--- src/rtl/cook_timer_ctrl.sv ---
// cook_timer_ctrl: microwave cook timer sequencer.
// Captures MM:SS keypad entry as four BCD digits. Counts the time down once
// per prescaled tick. Drives the magnetron enable and the display digits.
// Optional feature macro: QUICK_START_EN (start at 00:00 loads 00:30; start
// while running adds 30 s, saturating at 99:59).
module cook_timer_ctrl #(
    parameter int CLK_DIV = 100
) (
    input  logic       clock,
    input  logic       clear,
    input  logic       keypad_valid,
    input  logic [3:0] keypad_digit,
    input  logic       start,
    input  logic       stop,
    input  logic       door_closed,
    output logic [3:0] min_tens,
    output logic [3:0] min_units,
    output logic [3:0] sec_tens,
    output logic [3:0] sec_units,
    output logic       heating,
    output logic       done,
    output logic [1:0] state
);

    localparam int PW = (CLK_DIV > 2) ? $clog2(CLK_DIV) : 1;
    localparam logic [PW-1:0] PRESC_LAST = PW'(CLK_DIV - 1);

    typedef enum logic [1:0] {
        IDLE    = 2'd0,
        RUNNING = 2'd1,
        PAUSED  = 2'd2,
        DONE    = 2'd3
    } state_t;

    typedef struct packed {
        logic [3:0] mt;
        logic [3:0] mu;
        logic [3:0] st;
        logic [3:0] su;
    } bcd_time_t;

    localparam bcd_time_t TIME_ZERO = '{mt: 4'd0, mu: 4'd0, st: 4'd0, su: 4'd0};
    localparam bcd_time_t TIME_ONE  = '{mt: 4'd0, mu: 4'd0, st: 4'd0, su: 4'd1};

    state_t    r_state, w_state_nx;
    bcd_time_t r_time,  w_time_nx;
    logic [PW-1:0] r_presc, w_presc_nx;
    logic      w_tick;
    logic      w_time_zero;

    // Digit-wise BCD decrement; caller guarantees time is nonzero.
    // Seconds tens borrows back to 5 so 01:00 becomes 00:59.
    function automatic bcd_time_t dec_time(input bcd_time_t t);
        bcd_time_t r;
        r = t;
        if (t.su != 4'd0) begin
            r.su = t.su - 4'd1;
        end else begin
            r.su = 4'd9;
            if (t.st != 4'd0) begin
                r.st = t.st - 4'd1;
            end else begin
                r.st = 4'd5;
                if (t.mu != 4'd0) begin
                    r.mu = t.mu - 4'd1;
                end else begin
                    r.mu = 4'd9;
                    r.mt = t.mt - 4'd1;
                end
            end
        end
        return r;
    endfunction

`ifdef QUICK_START_EN
    // Add 30 s. A seconds-tens overflow past 5 wraps by 6 and carries one
    // minute; a carry out of 99 minutes pins the display at 99:59.
    function automatic bcd_time_t add30(input bcd_time_t t);
        bcd_time_t r;
        r = t;
        if (t.st <= 4'd2) begin
            r.st = t.st + 4'd3;
        end else begin
            r.st = t.st - 4'd3;
            if (t.mu != 4'd9) begin
                r.mu = t.mu + 4'd1;
            end else if (t.mt != 4'd9) begin
                r.mu = 4'd0;
                r.mt = t.mt + 4'd1;
            end else begin
                r = '{mt: 4'd9, mu: 4'd9, st: 4'd5, su: 4'd9};
            end
        end
        return r;
    endfunction
`endif

    assign w_tick      = (r_state == RUNNING) && (r_presc == PRESC_LAST);
    assign w_time_zero = (r_time == TIME_ZERO);

    // Next-state, next-time and prescaler decode; first matching rule wins.
    always_comb begin
        w_state_nx = r_state;
        w_time_nx  = r_time;
        w_presc_nx = '0;
        case (r_state)
            IDLE: begin
                if (stop) begin
                    w_time_nx = TIME_ZERO;
                end else if (start && door_closed && !w_time_zero) begin
                    w_state_nx = RUNNING;
`ifdef QUICK_START_EN
                end else if (start && door_closed) begin
                    w_state_nx = RUNNING;
                    w_time_nx  = '{mt: 4'd0, mu: 4'd0, st: 4'd3, su: 4'd0};
`endif
                end else if (keypad_valid && (keypad_digit <= 4'd9)) begin
                    w_time_nx = '{mt: r_time.mu, mu: r_time.st,
                                  st: r_time.su, su: keypad_digit};
                end
            end
            RUNNING: begin
                if (stop || !door_closed) begin
                    // A tick landing on the pause edge is dropped on purpose.
                    w_state_nx = PAUSED;
                end else if (w_tick && (r_time == TIME_ONE)) begin
                    w_state_nx = DONE;
                    w_time_nx  = TIME_ZERO;
                end else begin
                    if (w_tick) begin
                        w_time_nx = dec_time(r_time);
                    end
`ifdef QUICK_START_EN
                    if (start) begin
                        w_time_nx = add30(w_time_nx);
                    end
`endif
                    w_presc_nx = w_tick ? '0 : PW'(r_presc + 1'b1);
                end
            end
            PAUSED: begin
                if (stop) begin
                    w_state_nx = IDLE;
                    w_time_nx  = TIME_ZERO;
                end else if (start && door_closed) begin
                    w_state_nx = RUNNING;
                end
            end
            DONE: begin
                if (stop || start) begin
                    w_state_nx = IDLE;
                    w_time_nx  = TIME_ZERO;
                end
            end
            default: begin
                w_state_nx = IDLE;
                w_time_nx  = TIME_ZERO;
            end
        endcase
    end

    // State, time and prescaler registers with synchronous active-low clear.
    always_ff @(posedge clock) begin
        if (!clear) begin
            r_state <= IDLE;
            r_time  <= TIME_ZERO;
            r_presc <= '0;
        end else begin
            r_state <= w_state_nx;
            r_time  <= w_time_nx;
            r_presc <= w_presc_nx;
        end
    end

    assign min_tens  = r_time.mt;
    assign min_units = r_time.mu;
    assign sec_tens  = r_time.st;
    assign sec_units = r_time.su;
    assign heating   = (r_state == RUNNING);
    assign done      = (r_state == DONE);
    assign state     = r_state;

endmodule

--- config.mk ---
export PLATFORM = sky130hd
export DESIGN_NAME = cook_timer_ctrl
export DESIGN_NICKNAME = d
export VERILOG_FILES = /design/src/rtl/cook_timer_ctrl.sv
export SDC_FILE = /design/constraint.sdc
export NUM_CORES = 1
export LEC_CHECK = 0
export CORE_MARGIN = 1
export CORE_UTILIZATION = 45
export DETAILED_ROUTE_END_ITERATION = 8
export PLACE_DENSITY = 0.81
export SETUP_SLACK_MARGIN = 0.1
export SYNTH_ARGS = -nofsm -noshare
export SYNTH_HDL_FRONTEND = slang
export SYNTH_SLANG_ARGS = --single-unit
--- constraint.sdc ---
create_clock -name clock -period 2.8 [get_ports clock]
set_clock_uncertainty 0.05 [all_clocks]
set_input_delay 0.28 -clock clock [delete_from_list [all_inputs] [get_ports clock]]
set_output_delay 0.28 -clock clock [all_outputs]
set_load 0.01 [all_outputs]
== Word-level counts from Yosys, hierarchy flattened ==
Cells that the tools add are included.
Widths: inputs -> output; s select.

* Register bits: 25
* Word-level logic and storage cells: 75

* Reductions and logical operators: 20
* Bitwise operators: 2
* Multiplexer cells: 23
* Order comparisons: 1
* Eq/ne operators: 18
* $add $sub $neg: 5

{| class="wikitable"
|+ Operators with widths
! kind !! count
|-
| $mux 16 || 8
|-
| $pmux 16 s4 || 1
|-
| $ne 3x3->1 const B || 6
|-
| $eq 16x1->1 const B || 1
|-
| $logic_not 16->1 || 1
|-
| $mux 4 || 4
|-
| $sub 4x1->4 const B || 4
|-
| $mux 2 || 7
|-
| $mux 12 || 1
|-
| $reduce_bool 4->1 || 3
|-
| $reduce_and 9->1 || 1
|-
| $mux 8 || 1
|-
| $ne 2x2->1 const B || 4
|-
| $pmux 2 s4 || 1
|-
| $reduce_and 8->1 || 1
|-
| $add 7x1->7 const B || 1
|-
| $eq 7x7->1 const B || 1
|-
| $reduce_and 7->1 || 1
|-
| $ne 3x1->1 const B || 2
|-
| $reduce_and 6->1 || 1
|-
| $logic_and 1x1->1 || 5
|-
| $reduce_and 5->1 || 1
|-
| $reduce_or 5->1 || 1
|-
| $eq 2x2->1 const B || 2
|-
| other kinds (7) || 10
|}

== Depth between registers and ports, before layout ==
Gate-level depths: netlist of the first run.

* Word-level depth: 8
* Depth in mapped cells: 8
* Gate-level depth less buffers: 7

== Worst setup path after synthesis of the first run ==
OpenSTA, ideal clock, no wires.

* Path kind: register -> register
* From: register r_time (netlist bit sec_units[0])
* To: register r_time (netlist bit sec_tens[0])
* Path slack: 0.695 ns
* Period minus slack after synthesis: 2.105 ns
* Library setup time: 0.137 ns
* Data arrival time: 1.917 ns
* Cell stages (with the launch flop): 8
* Cells stage by stage: dfxtp_1 -> inv_1 -> ha_1 -> nor3b_4 -> a41oi_4 -> a221o_2 -> a2111oi_0 -> a211oi_1

* Word-level cells in the longest chain between the ends: 5

{| class="wikitable"
|+ Ends and longest elaborated chain
! element !! RTL line !! text
|-
| start: declaration || 46 || <nowiki>bcd_time_t r_time, w_time_nx;</nowiki>
|-
| start signal: assignment || 170 || <nowiki>r_time <= w_time_nx;</nowiki>
|-
| $eq 16x1->1 / $logic_not 16->1 (equally long branches) || 126, 99 ||
|-
| $logic_and 1x1->1 / $logic_not 1->1 (equally long branches) || 126, 110 ||
|-
| $mux 16 / $logic_and 1x1->1 (equally long branches) || 126, 110 ||
|-
| $mux 16 / $ne 3x3->1 (equally long branches) || n/a ||
|-
| $pmux 16 s4 / $reduce_and 7->1 (equally long branches) || n/a ||
|}

Parallel ways exist; a longest one is shown, timed or not. The select of a mux whose other input is x is not followed.
A chain may end at the register's enable or synchronous reset.

== Final worst setup path of the first run ==
* From: register r_time (netlist bit sec_units[0])
* To: register r_time (netlist bit sec_tens[3])

The elaborated chain is that of the path after synthesis.

==> flow_metrics.py, run 1 <==
metrics = {
    "outcome": {
        "status": "finished clean",
    },
    "pwr": {
        "switchingPower_uw": 335,
        "seqPwrFrac_pct": 42.4,
        "p_sw_share_pct": 34.0,
        "p_int_uw": 649,
        "power_frac_clock_pct": 22.1,
        "p_leak_nw": 0.704,
        "power_density_mw_per_mm2": 474,
        "power_frac_comb_pct": 35.5,
        "ir_worst_vdd_v": 0.000193,
    },
    "routing": {
        "wl_um": 3920,
        "via_per_inst": 5.75,
        "drt_iter0_markers": 97,
        "wire_per_inst_um": 14.4,
        "dr.pass1.iters": 5,
        "postRouteAntennaNets": 0,
        "vias": 1570,
        "drc": 0,
    },
    "min_path": {
        "min_path_cells": 1,
        "min_path_type": "register to register",
        "hold_end": "r_presc[0]",
        "min_from": "r_presc[0]",
    },
    "cells_and_area": {
        "syn_to_final_growth_pct": 23.5,
        "fin_nets": 246,
        "layout-drive-gt1-share_pct": 10.1,
        "nFillCells": 315,
        "antennaDiodeCount": 0,
    },
    "global_route": {
        "first_global_vias": 1475,
        "grt_pass1_wl_um": 6850,
        "grt-ovfl-total": 0,
        "antenna_found_initial": 0,
        "track_usage_pct": 21.2,
        "grt_max_degree": 18,
    },
    "sta": {
        "hold_viol": 0,
        "hold_ws_ps": 402,
        "min_period_ps": 2420,
        "fin_setup_tns_ps": 0,
        "max_freq_mhz": 413,
        "max_slew_margin_pct": 57.8,
        "setup_violations": 0,
        "grt_setup_unrepaired": "false",
        "period_share_pct": 86.6,
        "maxSlewViolCount": 0,
        "worstMarginPinSlew_ps": 627,
    },
    "synth": {
        "syn_area_per_cell_um2": 8.57,
        "syn-num-nets": 214,
        "syn_area_mm2": 0.00168,
        "async_flop_share_pct": 0,
        "synth_cell_type_count": 51,
        "synth_cells": 196,
        "synth_edf_count": 0,
        "ys_seq_area_share_pct": 29.8,
        "synth-seq-cells": 25,
        "synth-main-ff-cell": "dfxtp_1",
        "yosysWarnings": 0,
    },
    "die": {
        "ioPinCount": 30,
        "die-area_mm2": 0.00398,
        "die_w_um": 63.1,
        "rows": 21,
        "fp.coreArea_mm2": 0.00347,
        "floorplan.initialDensity_pct": 48.4,
        "fp.dieH_um": 63.1,
    },
    "clock_network": {
        "clockRootBuffer": "clkbuf_8",
        "cts_max_level": 1,
        "worstSkewPairLatency_ps": 270,
        "clock_sinks": 25,
        "ctsHoldBuffers": 0,
        "cts_buffers": 3,
        "cts_setup_buffers": 0,
        "cts_buffer_depth": 2,
        "cts_tree": "done",
        "clk_pin_slew_worst_paths_ps": 80,
        "ctsResizeCount": 0,
    },
    "setup_path": {
        "reg2reg_depth": 7,
        "startpoint_type": "register",
        "r2r_slack_ps": 380,
        "crit_type": "register to register",
        "cp.required_ps": 2890,
        "rr_endpoint": "sec_tens[3]",
        "crit_path_max_fanout": 8,
        "r2r_start": "sec_units[0]",
        "cp.arrival_ps": 2510,
        "end_kind": "register",
    },
    "place": {
        "place_congestion": 0.914,
        "numPortBuffers": 29,
        "hpwl_um": 2920,
    },
    "flow_run": {
        "drv_cap": 0,
    },
}
==> through the flow <==
stage	worst slack [ps]	util [%]	instance area, µm²	power (mW)	instances
after floorplan	695	-	1680	0.655	196
after global placement	368	58.5	2030	0.765	269
after detailed placement	393	58.5	2030	0.770	269
after CTS	413	59.8	2070	0.983	273
after global routing	133	59.8	2070	1.04	273
final	376	59.8	2070	0.983	273
==> synth_stat cells (5+ instances only) <==
cell      number  area, µm²
nand2_1       17       63.8
inv_1         14       52.6
nor3_1         6       30.0
ha_1           8        100
a21oi_1       15       75.1
dfxtp_1       25        500
a211oi_1       5       37.5
nor2_1        13       48.8
nor3b_1        5       37.5
o21ai_0       13       65.1
==> sequential cells by signal, summed over array words and instances (netlist names) <==
register	count
state	2
min_tens	4
r_presc	7
sec_units	4
min_units	4
sec_tens	4
==> cells by family after synthesis <==
group           after synthesis  share of synthesized area (%)
compound gates               67                           30.8
xor+xnor                      6                           3.13
fa+ha+maj                     8                           5.96
buf+inv                      22                           5.51
flops                        25                           29.8
mux                           3                           1.79
simple gates                 65                           23.1
==> how the worst max path moves through the flow <==
| stage | start | to | depth (start not counted) |
|---|---|---|---|
| 2_1_floorplan | sec_units[0] | sec_tens[0] | 7 |
| 3_3_place_gp | door_closed | min_units[2] | 7 |
| 3_5_place_dp | door_closed | min_units[2] | 7 |
| 4_1_cts | sec_units[0] | sec_tens[2] | 8 |
| 5_1_grt | min_units[0] | min_tens[1] | 7 |
| 6_report | sec_units[0] | sec_tens[3] | 7 |
==> per-layer routing <==
metal  routed length [µm]  share of wire [%]  track usage, %  vias up
met5                    0                  0               0        -
met3                  254                6.5            2.36        4
met1                 1840                 47            29.7      713
li1                     -                  -               -      799
met2                 1790                 46            33.6       54
met4                   40                1.0            6.69        0
==> critical path: stages (launching register included) <==
cell and delay, ps:
dfxtp_1 390, inv_1 150, ha_1 220, nor3b_4 350, a41oi_4 190, a221o_2 500
a2111oi_0 370, nor3_1 80
==> layout make-up <==
type / count / area [µm²] / area share, %
Timing Repair Buffer: 34 / 328 / 15.8
Clock buffer: 4 / 45.0 / 2.17
Sequential cell: 25 / 500 / 24.1
Multi-Input combinational cell: 149 / 1090 / 52.4
Inverter: 15 / 56.3 / 2.71
Tap cell: 46 / 57.6 / 2.77
==> placed cells by master (no fill, tap or decap), types with 3 or more instances in the layout <==
cell type,n
mux2i_1,3
a22oi_1,3
xnor2_1,3
ha_1,8
inv_1,14
nor3_1,6
clkdlybuf4s50_1,29
nand2b_1,3
nor2_1,13
nand2_1,17
a21oi_1,15
a221oi_1,3
dfxtp_1,25
o32ai_1,3
clkbuf_8,3
nor3b_1,5
a32oi_1,3
nor3b_4,3
buf_4,5
o21ai_0,13
nand3b_1,3
nand3_1,3
a211oi_1,5
xor2_1,3
==> power groups by stage <==
stage	clock network (mW)	logic, mW	registers, mW
global placement	0	0.341	0.424
global route	0.237	0.381	0.423
floorplan	0	0.228	0.428
finish	0.218	0.349	0.417
CTS	0.220	0.347	0.416
detailed placement	0	0.345	0.425
Note: power is estimated with default switching activity, not from simulation.
==> run 2, diff against run 1 <==
--- a/config.mk
+++ b/config.mk
@@ -6,9 +6,10 @@
 export NUM_CORES = 1
 export LEC_CHECK = 0
 export CORE_MARGIN = 1
-export CORE_UTILIZATION = 45
+export CORE_UTILIZATION = 52
+export CTS_CLUSTER_SIZE = 16
 export DETAILED_ROUTE_END_ITERATION = 8
-export PLACE_DENSITY = 0.81
+export PLACE_DENSITY = 0.9
 export SETUP_SLACK_MARGIN = 0.1
 export SYNTH_ARGS = -nofsm -noshare
 export SYNTH_HDL_FRONTEND = slang
==> run 2 against run 1 <==
Maximum frequency up 0.46%. Hold slack improved by 7.8 ps. Sequential power down 2%. Combinational power up 9.2%. Total power shrank 2.1%. Clock power down 21%. First-iteration DRC count increased by 35%. Clock-buffer cell count decreased by 1. Global-route usage is 4.6 points higher. Worst setup slack better by 11 ps.
==> flow_metrics.py, run 2 (same netlist as run 1, synthesis figures left out) <==
metrics = {
    "routing": {
        "via_per_inst": 5.97,
        "drt_iter0_markers": 131,
        "route.met3.wl_um": 272,
        "dr.pass1.iters": 4,
        "postRouteAntennaNets": 0,
        "wl_met2_um": 1840,
        "wire_per_inst_um": 15.0,
        "routed.top_layer": "met4",
        "met1Wirelength_um": 1990,
        "vias": 1659,
        "drc": 0,
        "wl_um": 4160,
    },
    "sta": {
        "grt_setup_unrepaired": "false",
        "hold_viol": 0,
        "maxSlewViolCount": 0,
        "worstMarginPinSlew_ps": 565,
        "min_period_ps": 2410,
        "setup_slack_ps": 387,
        "max_slew_margin_pct": 62.3,
        "max_freq_mhz": 414,
        "setup_violations": 0,
        "fin_setup_tns_ps": 0,
        "period_share_pct": 86.2,
    },
    "global_route": {
        "antenna_found_initial": 0,
        "first_global_vias": 1493,
        "grt_max_degree": 17,
        "grt-ovfl-total": 0,
        "track_usage_pct": 25.7,
        "grt_pass1_wl_um": 6810,
    },
    "die": {
        "die-area_mm2": 0.00346,
        "rows": 20,
        "die_w_um": 58.8,
        "fp.dieH_um": 58.8,
        "floorplan.initialDensity_pct": 55.0,
        "fp.coreArea_mm2": 0.00305,
        "ioPinCount": 30,
    },
    "setup_path": {
        "cp_cell_sequence": "inv_1, ha_1, nor3b_4, a41oi_4, a221o_2, a2111oi_0, a211oi_1",
        "reg2reg_depth": 7,
        "end_kind": "register",
        "r2r_slack_ps": 390,
        "crit_type": "register to register",
        "rr_endpoint": "sec_tens[0]",
        "cp.arrival_ps": 2580,
        "crit_path_max_incr_delay_ps": 500,
        "crit_slowest_cell": "a221o_2",
        "r2r_start": "sec_units[1]",
        "startpoint_type": "register",
        "crit_path_max_fanout": 8,
        "cp.required_ps": 2970,
    },
    "place": {
        "dp_cells": 272,
        "place_congestion": 0.922,
        "numPortBuffers": 29,
        "hpwl_um": 3030,
        "place_ws_ps": 285,
    },
    "min_path": {
        "min_path_cells": 1,
        "min_path_type": "register to register",
        "min_from": "r_presc[0]",
        "hold_end": "r_presc[0]",
    },
    "clock_network": {
        "cts_setup_buffers": 0,
        "ctsResizeCount": 0,
        "cts_buffer_depth": 2,
        "clockRootBuffer": "clkbuf_4",
        "clk_pin_slew_worst_paths_ps": 150,
        "ctsHoldBuffers": 0,
        "worstSkewPairLatency_ps": 340,
        "cts_buffers": 3,
        "cts_max_level": 1,
        "clock_sinks": 25,
        "cts_tree": "done",
    },
    "flow_run": {
        "drv_cap": 0,
    },
    "cells_and_area": {
        "largest_reg_flops": 7,
        "layout_commonest_cell": "clkdlybuf4s50_1",
        "layout-drive-gt1-share_pct": 13.2,
        "nFillCells": 250,
        "antennaDiodeCount": 0,
        "finish.utilization_pct": 69.1,
        "fin_cells": 278,
        "regMostFlops": "r_presc",
        "final_cell_mix": "clkdlybuf4s50_1, dfxtp_1, nand2_1",
        "fin_nets": 253,
        "syn_to_final_growth_pct": 25.5,
    },
    "pwr": {
        "power_density_mw_per_mm2": 456,
        "finalPower_uw": 963,
        "ir_worst_vdd_v": 0.000218,
        "p_leak_nw": 0.730,
    },
    "outcome": {
        "status": "finished clean",
    },
}
run 2: cell types whose count changed in the layout (fill, tap and decap cells not counted):
cell / change
buf_4: +7
clkinvlp_4: +1
clkbuf_1: -1
clkbuf_8: -3
clkbuf_4: +3
run 2: report_power, final:
| group | internal, mW | switching [mW] | leakage (nW) |
|---|---|---|---|
| sequential | 0.380 | 0.0305 | 0.204 |
| clock | 0.0549 | 0.117 | 0.0139 |
| combinational | 0.182 | 0.199 | 0.512 |
run 2: layer usage:
| layer | up-vias | GRT usage, % |
|---|---|---|
| li1 | 815 | - |
| met1 | 777 | 36.6 |
| met2 | 62 | 38.3 |
| met3 | 5 | 4.84 |
| met4 | 0 | 9.86 |
| met5 | - | 0 |
run 2: worst max path at each step:
stage,depth (start not counted),slack [ps],endpoint,from
finish,7,390,sec_tens[0],sec_units[1]
detailed placement,7,280,min_tens[3],door_closed
CTS,8,300,min_tens[3],sec_units[1]
global route,7,160,sec_tens[0],sec_units[1]
floorplan,7,700,sec_tens[0],sec_units[0]
global placement,7,320,min_tens[3],door_closed
run 2: layout make-up:
cell class	instances	area, µm²	share of cell area [%]
repair buffers	41	380	18.0
flip-flops and latches	25	500	23.7
inverters	15	56.3	2.67
clock inverters	1	7.51	0.356
multi-input cells	149	1090	51.5
clock buffers	3	22.5	1.07
well taps	44	55.1	2.61
run 2: worst max-delay path: cells and delay by family (launching register included):
kind | cells | cell delay [ps]
fa+ha+maj | 1 | 210
buf+inv | 1 | 170
simple gates | 1 | 340
flops | 1 | 360
compound gates | 4 | 1170
run 2: metrics by stage:
step / hold WS (ps) / instance area (µm²)
after floorplan: 306 / 1680
after CTS: 409 / 2090
final: 410 / 2110
after detailed placement: 390 / 2060
after global routing: 474 / 2110
after global placement: 379 / 2060
==> RTL edit 1 (settings of run 2) <==
Register the inputs `clear`, `keypad_valid`, `keypad_digit` and `stop` before use, without a reset. The logic sees them one clock later. The other inputs are not delayed to match.
--- a/src/rtl/cook_timer_ctrl.sv
+++ b/src/rtl/cook_timer_ctrl.sv
@@ -41,6 +41,18 @@
 
     localparam bcd_time_t TIME_ZERO = '{mt: 4'd0, mu: 4'd0, st: 4'd0, su: 4'd0};
     localparam bcd_time_t TIME_ONE  = '{mt: 4'd0, mu: 4'd0, st: 4'd0, su: 4'd1};
+
+    logic clear_q;
+    logic keypad_valid_q;
+    logic [3:0] keypad_digit_q;
+    logic stop_q;
+
+    always_ff @(posedge clock) begin
+        clear_q        <= clear;
+        keypad_valid_q <= keypad_valid;
+        keypad_digit_q <= keypad_digit;
+        stop_q         <= stop;
+    end
 
     state_t    r_state, w_state_nx;
     bcd_time_t r_time,  w_time_nx;
@@ -105,7 +117,7 @@
         w_presc_nx = '0;
         case (r_state)
             IDLE: begin
-                if (stop) begin
+                if (stop_q) begin
                     w_time_nx = TIME_ZERO;
                 end else if (start && door_closed && !w_time_zero) begin
                     w_state_nx = RUNNING;
@@ -114,13 +126,13 @@
                     w_state_nx = RUNNING;
                     w_time_nx  = '{mt: 4'd0, mu: 4'd0, st: 4'd3, su: 4'd0};
 `endif
-                end else if (keypad_valid && (keypad_digit <= 4'd9)) begin
+                end else if (keypad_valid_q && (keypad_digit_q <= 4'd9)) begin
                     w_time_nx = '{mt: r_time.mu, mu: r_time.st,
-                                  st: r_time.su, su: keypad_digit};
+                                  st: r_time.su, su: keypad_digit_q};
                 end
             end
             RUNNING: begin
-                if (stop || !door_closed) begin
+                if (stop_q || !door_closed) begin
                     // A tick landing on the pause edge is dropped on purpose.
                     w_state_nx = PAUSED;
                 end else if (w_tick && (r_time == TIME_ONE)) begin
@@ -139,7 +151,7 @@
                 end
             end
             PAUSED: begin
-                if (stop) begin
+                if (stop_q) begin
                     w_state_nx = IDLE;
                     w_time_nx  = TIME_ZERO;
                 end else if (start && door_closed) begin
@@ -147,7 +159,7 @@
                 end
             end
             DONE: begin
-                if (stop || start) begin
+                if (stop_q || start) begin
                     w_state_nx = IDLE;
                     w_time_nx  = TIME_ZERO;
                 end
@@ -161,7 +173,7 @@
 
     // State, time and prescaler registers with synchronous active-low clear.
     always_ff @(posedge clock) begin
-        if (!clear) begin
+        if (!clear_q) begin
             r_state <= IDLE;
             r_time  <= TIME_ZERO;
             r_presc <= '0;
Function: changed (Yosys sat finds a counterexample within 4 cycles, from zero or initial values).
==> RTL edit 1 against run 2 <==
Via count did not move. Utilization rose by 0.98 points. Cell count fell by 0.72%. First-iteration DRC count rose by 14%. Sequential share of layout area rose by 6.0 points. Design area rose by 2.3%. Sequential cell count rose by 7. Die area rose by 1.7%. Synthesized cell count fell by 1.5%. Area after synthesis rose by 1.7%. Routed wire length fell by 1.6%. Setup slack got worse by 0.14 ns. Power rose by 18%. Largest power group unchanged. Highest routed layer unchanged.
==> RTL edit 1: results (changes against run 2) <==
Status:
- The run finished with clean final reports.

Synth:
- The sequential share of the synthesized area is 0.3748 (+0.07698).
- By area the synthesized netlist is led by sky130_fd_sc_hd__dfxtp_1 37%, sky130_fd_sc_hd__a21oi_1 6.1%, sky130_fd_sc_hd__ha_1 5.9%.
- The xor and xnor fraction of the mapped netlist area is 0.03587 (+0.004598).
- The mux share of post-synthesis cell area is 0 (-0.01787).
- The synthesized-area fraction occupied by adder cells was 0.05857 (-0.001003).
- The total nets after synthesis came to 211 (-1.4%).
- The compound-gate portion of the synthesized area is 0.2818 (-0.02568).
- The commonest cells after synthesis are 32 x sky130_fd_sc_hd__dfxtp_1, 21 x sky130_fd_sc_hd__a21oi_1, 15 x sky130_fd_sc_hd__inv_1, 15 x sky130_fd_sc_hd__nor2_1, 12 x sky130_fd_sc_hd__o21ai_0.
- The number of library cell types mapped by synthesis is 43 (-16%).

Worst hold path:
- The beginning of the worst hold path is keypad_valid.
- The worst hold-check path type is input port to register.
- The hold-critical path endpoint is keypad_valid_q.

Drt:
- The detailed-route vias per instance is 6.011 (+0.72%).
- The first-iteration detailed-routing DRC count is 149 (+14%).
- The total length of routed wires came to 4095 um (-1.6%).

Clock network:
- The CTS buffer count is 5 (+2).
- The H-tree depth is 2 (+1).
- The later-pin clock latency in the skew report came to 0.32 ns (-0.02 ns).
- The clock transition time at the flip-flop clock pins of the worst setup and hold paths is 0.09 ns (-0.06 ns).

Placement:
- The post-place setup slack is 0.2790 ns (-0.005629 ns).
- The detailed placer's ending HPWL is 2994 um (-1.2%).
- The placer's final routability congestion estimate was 0.8923 (-3.2%).
- The post-detailed-placement cell area is 0.002087 mm2 (+1.1%).

Final layout:
- The ratio of cells with drive above 1 in the final layout was 0.1078 (-0.02472).
- The total number of nets in the final design is 249 (-1.6%).
- The count of fill cells added during filler insertion is 253 (+1.2%).
- The number of antenna diodes was 0 (unchanged).

Critical path:
- The setup slack on the worst flop-to-flop path was 0.25 ns (-0.14 ns).
- The number of cell instances on the worst register-to-register path is 9 (+2).
- The arrival time at the worst endpoint was 2.74 ns (+0.16 ns).
- The largest delay contributor family on the critical path is simple AND/OR/NAND/NOR gates.
- The peak per-stage delay on the critical path came to 0.42 ns (-0.08 ns).
- The master of the slowest instance on the critical path is sky130_fd_sc_hd__or3b_4.
- The worst register-to-register path ends at min_units[1].
- The critical register-to-register path startpoint is min_units[0].
- The highest net fanout along the worst path was 7 (-1).

Global routing:
- The global-route total usage across every layer is 0.2645 (+0.007241).
- The number of antenna violations at the first check in global routing is 0 (unchanged).
- The first-pass GRT wire length is 6900 um (+1.3%).
- The via count of the first global-routing pass is 1,552 (+4.0%).

Power:
- The maximum ir drop on the vdd rail is 349.7 uV (+60%).
- The leakage component of the power is 0.7731 nW (+5.9%).

Timing:
- The relative max-transition margin is 0.5818 (-0.04144).
RTL edit 1: cell types whose count changed after synthesis, moves of 5 or more:
| cell | change |
|---|---|
| sky130_fd_sc_hd__a21oi_1 | +6 |
| sky130_fd_sc_hd__dfxtp_1 | +7 |
| sky130_fd_sc_hd__nand2_1 | -8 |
| sky130_fd_sc_hd__a22oi_1 | +5 |
RTL edit 1: cell families after synthesis:
group,Yosys count
buf+inv,21
simple gates,57
flops,32
compound gates,68
fa+ha+maj,8
xor+xnor,7
RTL edit 1: worst max-delay path by stage:
stage	start	to	slack, ns	cells past startpoint
finish	min_units[0]	min_units[1]	0.25	9
global route	min_units[0]	min_units[1]	0.10	9
CTS	min_units[0]	min_units[1]	0.25	9
detailed placement	min_units[0]	min_units[1]	0.28	9
global placement	min_units[0]	min_units[1]	0.36	9
floorplan	min_units[0]	min_units[2]	0.27	8
RTL edit 1: repair_timing:
item                                    4_1_cts  5_1_grt
endpoints found under the setup margin        0        5
hold buffers                                  0        0
setup buffers                                 0        0
gates resized for setup                       0        3
RTL edit 1: final cells by class:
class | instances | area (um2) | area share
Timing Repair Buffer | 36 | 342.8 | 0.1589
Inverter | 16 | 60.06 | 0.02784
Tap cell | 44 | 55.05 | 0.02552
Sequential cell | 32 | 640.6 | 0.2970
Clock buffer | 8 | 58.81 | 0.02726
Multi-Input combinational cell | 140 | 999.7 | 0.4635
RTL edit 1: power by group:
part,switching (W),internal [W]
clock,0.000144,0.000124
sequential,0.0000470,0.000486
combinational,0.000166,0.000166
RTL edit 1: routing by layer:
| layer | GRT usage | up-vias | share of wire |
|---|---|---|---|
| li1 | - | 796 | - |
| met1 | 0.3265 | 785 | 0.43 |
| met2 | 0.4302 | 66 | 0.49 |
| met3 | 0.06550 | 12 | 0.060 |
| met4 | 0.1259 | 0 | 0.022 |
| met5 | 0 | - | 0 |
RTL edit 1: stage by stage:
| step | hold WS, ns | total power, W | util | std cells |
|---|---|---|---|---|
| after floorplan | 0.2577 | 0.0007327 | - | 193 |
| after detailed placement | 0.3998 | 0.0008641 | 0.6780 | 268 |
| after CTS | 0.3264 | 0.001133 | 0.6972 | 276 |
| after global routing | 0.3242 | 0.001201 | 0.7008 | 276 |
| final | 0.3404 | 0.001133 | 0.7008 | 276 |
| after global placement | 0.3779 | 0.0008540 | 0.6780 | 268 |
==> RTL edit 2 (config.mk and constraints of run 2) <==
Made on the original files. Set the parameter `CLK_DIV` to 200 (it was 100).
--- a/src/rtl/cook_timer_ctrl.sv
+++ b/src/rtl/cook_timer_ctrl.sv
@@ -4,7 +4,7 @@
 // Optional feature macro: QUICK_START_EN (start at 00:00 loads 00:30; start
 // while running adds 30 s, saturating at 99:59).
 module cook_timer_ctrl #(
-    parameter int CLK_DIV = 100
+    parameter int CLK_DIV = 200
 ) (
     input  logic       clock,
     input  logic       clear,
Function: no difference found for any inputs over 10 cycles, from zero or initial values; that may be too few to reach the edited logic, so the function may still have changed.
==> RTL edit 2 against run 2 <==
Area after synthesis increased by 2.1%. Design area increased by 1.5%. Utilization is 0.066 points lower. Setup slack got worse by 0.23 ns. Routed wire length is 8.4% higher. Sequential cell count increased by 1. Power is 6.4% lower. Critical path type unchanged.
==> RTL edit 2: results (changes against run 2) <==
Timing:
- The relative max-transition margin is 0.5262 (-0.09701).
- The worst setup slack after layout is 0.1553 ns (-0.2321 ns).
- The worst hold margin is 0.3956 ns (-0.01432 ns).

Synth:
- Counting instances in the post-synthesis netlist gives the leading cell types as 26 x sky130_fd_sc_hd__dfxtp_1, 15 x sky130_fd_sc_hd__nor2_1, 14 x sky130_fd_sc_hd__inv_1, 13 x sky130_fd_sc_hd__nand2_1, 11 x sky130_fd_sc_hd__a211oi_1.
- The number of library cell types mapped by synthesis is 48 (-5.9%).
- The synthesized area per cell was 8.247 um2 (-3.8%).
- The total nets after synthesis came to 226 (+5.6%).
- The sequential share of the synthesized area came to 0.3034 (+0.005587).

Placement:
- The post-detailed-placement cell area is 0.002101 mm2 (+1.8%).
- The number of instances in the placed design is 281 (+3.3%).
- The placer's final routability congestion estimate was 0.9018 (-2.2%).

Global routing:
- The first-pass GRT wire length is 7500 um (+10%).
- The global-route total usage across every layer is 0.2795 (+0.02223).

Critical path:
- The arrival time at the worst endpoint is 2.82 ns (+0.24 ns).
- The highest net fanout along the worst path came to 11 (+3).
- The source of the critical timing path is sec_tens[0].
- The largest individual stage delay along the critical path comes from the cell sky130_fd_sc_hd__nor4_1.
- The last element of the critical path is sec_tens[2].

Power:
- The switching component of the power is 0.0003096 W (-11%).
- The maximum ir drop on the vdd rail came to 320.9 uV (+47%).
- The logic gate share of total power came to 0.344 (-0.052).
- The leakage component of the power came to 0.7670 nW (+5.1%).

Drt:
- The total length of routed wires was 4513 um (+8.4%).
- The detailed-route vias per instance came to 6.270 (+5.1%).

Final layout:
- The ratio of cells with drive above 1 in the final layout was 0.09544 (-0.03704).
- The flip-flop count of the largest register after layout came to 8 (+1).

Status:
- The flow ran to the end, and the final reports show no timing, DRC or antenna violations.
==> RTL edit 2: cell types whose count changed in the layout (fill, tap and decap cells not counted), sizes merged, moves of 4 or more <==
cell / change
a211oi: +5
a21oi: -8
a22oi: +4
a31oi: +10
and3: +4
nand2: -4
nor3b: -5
o21ai: -5
==> RTL edit 2: timing repair <==
action	in CTS	in global routing
resized for setup	0	3
endpoints found under the hold margin	0	0
hold buffers	0	0
setup endpoints to repair	0	11
setup buffers	0	1
==> RTL edit 2: logic make-up after synthesis <==
family	after synthesis	synth area share
DFF	26	0.3034
muxes	2	0.01167
buffers and inverters	22	0.04960
and+or+nand+nor	74	0.2342
xor gates and xnor gates	8	0.04085
adders and majority gates	8	0.05835
AOI/OAI and AO/OA	68	0.3020
==> RTL edit 2: power groups by stage <==
stage,Sequential (W),Clock [W],Combinational (W)
after global routing,0.000428,0.000181,0.000346
after global placement,0.000431,0,0.000297
after CTS,0.000423,0.000168,0.000305
after detailed placement,0.000432,0,0.000304
final,0.000424,0.000166,0.000310
after floorplan,0.000433,0,0.000178
==> RTL edit 2: per-layer routing <==
metal | up-vias | wire (um) | GRT usage
li1 | 854 | - | -
met1 | 854 | 2008 | 0.3529
met2 | 62 | 2198 | 0.4655
met3 | 17 | 200 | 0.05677
met4 | 0 | 106 | 0.1054
met5 | - | 0 | 0
==> RTL edit 2: cell type report <==
class,instances,area [um2]
well taps,44,55.05
flip-flops and latches,26,520.5
clock buffers,3,22.52
multi-input cells,160,1121
fillers,278,960.9
repair buffers,38,370.4
inverters,14,52.55
